$ cat src/rtl/bcd_to_binary.sv
// bcd_to_binary
//   Sequential reverse double-dabble: converts a packed multi-digit BCD value to
//   plain binary, one shift per clock, with valid/ready handshakes on both sides.
//   Latency from accept to out_valid is BIN_WIDTH cycles, independent of data.
//
// Parameters
//   DIGITS     number of BCD digits in bcd_in (digit 0 = bits [3:0])
//   BIN_WIDTH  result width; 2**BIN_WIDTH must exceed 10**DIGITS - 1
//
// Ports
//   clock      system clock, rising edge
//   reset      synchronous, active-high
//   in_valid   bcd_in holds a value to convert
//   in_ready   block can accept a value (idle only)
//   bcd_in     packed BCD input, sampled on accept
//   out_valid  bin_out holds a finished result
//   out_ready  consumer takes the result
//   bin_out    binary result, held until the next conversion completes
//   error      invalid digit seen on accept (only when BCD2BIN_CHECK_EN is defined)
//
// Build option
//   BCD2BIN_CHECK_EN  when defined, an input digit > 9 skips the conversion, raises
//                     error and presents a zero result on the next cycle.

module bcd_to_binary #(
    parameter int DIGITS    = 6,
    parameter int BIN_WIDTH = 20
) (
    input  logic                  clock,
    input  logic                  reset,
    input  logic                  in_valid,
    output logic                  in_ready,
    input  logic [4*DIGITS-1:0]   bcd_in,
    output logic                  out_valid,
    input  logic                  out_ready,
    output logic [BIN_WIDTH-1:0]  bin_out
`ifdef BCD2BIN_CHECK_EN
    ,
    output logic                  error
`endif
);

    localparam int CW = $clog2(BIN_WIDTH + 1);

    typedef enum logic [1:0] {
        IDLE,
        SHIFT,
        DONE
    } state_t;

    state_t                 state, next_state;
    logic [4*DIGITS-1:0]    bcd_r, bcd_next;
    logic [BIN_WIDTH-1:0]   bin_r, bin_next;
    logic [CW-1:0]          count;
    logic                   last_shift;
    logic                   bad_digit;

    assign last_shift = (count == CW'(BIN_WIDTH - 1));

    // One step: shift {bcd,bin} right, then pull every digit that reads >= 8 back
    // down by 3 (undoes the x2 the digit above contributed). No inter-digit carry.
    always_comb begin
        bin_next = {bcd_r[0], bin_r[BIN_WIDTH-1:1]};
        bcd_next = bcd_r >> 1;
        for (int unsigned i = 0; i < DIGITS; i++) begin
            if (bcd_next[4*i+3])
                bcd_next[4*i +: 4] = bcd_next[4*i +: 4] - 4'd3;
        end
    end

`ifdef BCD2BIN_CHECK_EN
    // Digit > 9 means bit 3 set together with bit 2 or bit 1.
    always_comb begin
        bad_digit = 1'b0;
        for (int unsigned i = 0; i < DIGITS; i++) begin
            if (bcd_in[4*i+3] & (bcd_in[4*i+2] | bcd_in[4*i+1]))
                bad_digit = 1'b1;
        end
    end
`else
    assign bad_digit = 1'b0;
`endif

    always_ff @(posedge clock) begin
        if (reset) state <= IDLE;
        else       state <= next_state;
    end

    always_comb begin
        next_state = state;
        in_ready   = 1'b0;
        out_valid  = 1'b0;
        case (state)
            IDLE: begin
                in_ready = 1'b1;
                if (in_valid) next_state = bad_digit ? DONE : SHIFT;
            end
            SHIFT: begin
                if (last_shift) next_state = DONE;
            end
            DONE: begin
                out_valid = 1'b1;
                if (out_ready) next_state = IDLE;
            end
            default: next_state = IDLE;
        endcase
    end

    always_ff @(posedge clock) begin
        if (reset) begin
            bcd_r   <= '0;
            bin_r   <= '0;
            count   <= '0;
            bin_out <= '0;
`ifdef BCD2BIN_CHECK_EN
            error   <= 1'b0;
`endif
        end else begin
            case (state)
                IDLE: begin
                    if (in_valid) begin
                        bcd_r <= bcd_in;
                        bin_r <= '0;
                        count <= '0;
`ifdef BCD2BIN_CHECK_EN
                        if (bad_digit) begin
                            error   <= 1'b1;
                            bin_out <= '0;
                        end
`endif
                    end
                end
                SHIFT: begin
                    bcd_r <= bcd_next;
                    bin_r <= bin_next;
                    count <= count + CW'(1);
                    if (last_shift) bin_out <= bin_next;
                end
                DONE: begin
`ifdef BCD2BIN_CHECK_EN
                    if (out_ready) error <= 1'b0;
`endif
                end
                default: ;
            endcase
        end
    end

endmodule
$ cat config.mk
export PLATFORM = sky130hd
export DESIGN_NAME = bcd_to_binary
export DESIGN_NICKNAME = d
export VERILOG_FILES = /design/src/rtl/bcd_to_binary.sv
export SDC_FILE = /design/constraint.sdc
export NUM_CORES = 1
export LEC_CHECK = 0
export BUFFER_PORTS_ARGS = -buffer_cell sky130_fd_sc_hd__buf_2
export CAP_MARGIN = 20
export CORE_AREA = 8 8 92 94
export DETAILED_ROUTE_END_ITERATION = 7
export DIE_AREA = 0 0 100 102
export HOLD_SLACK_MARGIN = 0.06
export PLACE_DENSITY = 0.72
export SKIP_LAST_GASP = 1
export SYNTH_ARGS = -nofsm -noshare
export SYNTH_HDL_FRONTEND = slang
export SYNTH_SLANG_ARGS = --single-unit
$ cat constraint.sdc
create_clock -name clock -period 4.5 [get_ports clock]
set_clock_uncertainty 0.2 [all_clocks]
set_input_delay 0.225 -clock clock [delete_from_list [all_inputs] [get_ports clock]]
set_output_delay 0.225 -clock clock [all_outputs]
set_load 0.005 [all_outputs]
==> impl_metrics.tcl <==
set metrics [dict create \
    status "finished, final reports clean" \
    synth_cell_type_count 36 \
    syn-num-nets 404 \
    layout.nets 455 \
    die_h_um 102 \
    crit_required_ns 4.58 \
    busiest_layer "met2" \
    ir_drop_mv 0.239 \
    fin_crit_sh_pct 50.3 \
    max-clock-path-buffers 2 \
    drive_gt1_share_pct 17.2 \
    synth_area_leader_cell "dfxtp_1" \
    ys_ff_latch 70 \
    period_minus_slack_ns 2.26 \
    fmax_ghz 0.442 \
    route.detailed.wl_per_inst_um 13.5 \
    relSlewSlack_pct 38.7 \
    synthFlopType "dfxtp_1" \
    path_cells "and2b_1 -> buf_16 -> nand4_1 -> mux2_1 -> nor2_1" \
    htreeDepth 3 \
    fin_worst_hold_slack_ns 0.0911 \
    post_cts_resized 0 \
    critPathArrivalTime_ns 2.34 \
    leakagePower_nw 1.43 \
    worst_path_max_delay_cell "dfxtp_1" \
    grt_pass1_wl_um 12000 \
    start_kind "flip-flop" \
    tns_ns 0 \
    hold_path_class "input port to flip-flop" \
    die-area_um2 10200 \
    die_w_um 100 \
    cp_top_family "flip-flops" \
    viasPerCell 5.19 \
    cp_max_fo 31 \
    antenna_found_initial 0 \
    gr-usage-met3_pct 4.84 \
    start_util_pct 43.4 \
    dp_hpwl_um 4510 \
    ys_warn_count 0 \
    ant_nets 0 \
    slew_violations 0 \
    p_per_area_nw_per_um2 346 \
    ioPinCount 50 \
    critPathCaptureType "flip-flop" \
    synth_commonest_cells "dfxtp_1, nor2_1, nand2_1" \
    crit_buf_inv 1 \
    reg2regPathDepth 5 \
    ys_async_sr_fraction_pct 0 \
    finalHoldViolations 0 \
    clk_pin_slew_ns 0.08 \
    synthCells 370 \
    maxCapViolations 0 \
    numPortBuffers 49 \
    timing.final.setup_violations 0 \
    timing.rr.end "count[3]" \
    synth_edf_count 0 \
    cts_made_buffers 9 \
    rsz0062_at_grt "false" \
    ys_seq_area_share_pct 45.7 \
    syn_avg_cell_area_um2 8.28 \
    globalRouteMet2Util_pct 24.4 \
    syn2layout_area_growth_pct 19.9 \
    firstDrtPassIters 4 \
    clk_latency_ns 0.35 \
    route.detailed.drc 0 \
    antenna_cells 0 \
    vias 2721 \
    grt_max_degree 71 \
    place.gp.congestion 0.791 \
    grt_pass1_vias 2596 \
    syn_area_um2 3060 \
    cpPeakStageDelay_ns 0.88 \
    worstHoldStart "bcd_in[20]" \
    path_class "flip-flop to flip-flop" \
    use_met1_pct 16.6 \
    grt_overflow 0 \
    r2r_start "state[1]" \
    wirelength_um 7090 \
    drtIter0Drc 138 \
    tightest_slew_ns 0.919 \
    synth_top_area_share_pct 45.7 \
    ys_top_cells_by_area "dfxtp_1, nor2_1, nand2_1" \
    synth_most_common_cell "dfxtp_1" \
    rows 31 \
    worstHoldEndpoint "bcd_r[20]" \
    cts_tree "done" \
    track_usage_pct 14.4 \
    min_path_cells 5 \
    cts.sinks 70 \
    core-area_um2 7060 \
    r2r_setup_slack_ns 2.24 \
    cts_root_buf "clkbuf_8" \
]
## repair_timing
action,in CTS,in global routing
endpoints found under the setup margin,0,0
hold buffers,17,0
buffers inserted,0,0
hold endpoints to repair,17,0
## worst max-delay path by stage
stage	slack, ns	endpoint	depth (start not counted)	startpoint
floorplan	2.88	bin_out[10]	6	state[1]
CTS	1.90	count[3]	4	state[1]
global placement	1.97	count[3]	4	state[1]
global route	2.09	bcd_r[1]	3	state[1]
finish	2.24	count[3]	5	state[1]
detailed placement	1.91	count[3]	4	state[1]
## power breakdown
group	total, mW	leakage, nW	switching (mW)	internal, mW
Clock	0.445	0.0804	0.234	0.211
Combinational	0.158	0.780	0.0843	0.0740
Sequential	0.667	0.569	0.0247	0.642
## area by class of cell
class	instances	area, µm²
Fill cell	702	3390
Multi-Input combinational cell	270	1510
Sequential cell	70	1400
Timing Repair Buffer	70	465
Clock buffer	10	138
Tap cell	99	124
Clock inverter	5	36.3
## per-layer routing
metal	share of wire (%)	up-vias
li1	-	1366
met1	47	1276
met2	46	69
met3	5.6	10
met4	1.4	0
met5	0	-
## stage by stage
stage | utilization, % | instances | power, mW | instance area (µm²) | setup slack, ns
5_1_grt | 52.0 | 524 | 1.33 | 3670 | 2.09
2_1_floorplan | - | 370 | 0.788 | 3060 | 2.88
3_5_place_dp | 46.8 | 491 | 0.823 | 3300 | 1.91
6_report | 52.0 | 524 | 1.27 | 3670 | 2.24
4_1_cts | 51.6 | 523 | 1.28 | 3650 | 1.90
3_3_place_gp | 46.8 | 491 | 0.818 | 3300 | 1.97
## state kept, by name, summed over array words and instances, names as in the netlist
| name | flops |
|---|---|
| bcd_r | 24 |
| state | 2 |
| bin_r | 19 |
| bin_out | 20 |
| count | 5 |
## cells in the final DEF, fill, tap and decap left out, types with 2 or more instances in the layout
cell / instances
dfxtp_1: 70
nor2_1: 66
nand2_1: 53
buf_2: 49
a21oi_1: 39
a22oi_1: 26
dlygate4sd3_1: 17
clkbuf_8: 10
nand2b_1: 9
mux2i_1: 8
xnor2_1: 8
nand3_1: 6
nor3_1: 6
o211ai_1: 6
ha_1: 6
nor2b_1: 5
nor4_1: 5
a211oi_1: 4
nand3b_1: 3
clkinvlp_4: 3
buf_4: 3
xor2_1: 2
a221oi_1: 2
nor3b_1: 2
a31oi_1: 2
## cell families (layout without fill, tap and decap cells)
kind of cell | Yosys count | after routing | synth area share (%)
simple gates | 163 | 163 | 23.8
compound gates | 82 | 82 | 16.9
flops | 70 | 70 | 45.7
buf+inv | 30 | 85 | 5.23
xor+xnor | 10 | 10 | 2.86
mux | 9 | 9 | 2.98
fa+ha+maj | 6 | 6 | 2.45
## worst min-delay path, cell delays in order
cell	delay, ns
buf_2	0.10
nor2_1	0.07
a21oi_1	0.07
nor2_1	0.08
nor3_1	0.05
Power figures use the tool's default switching activity.
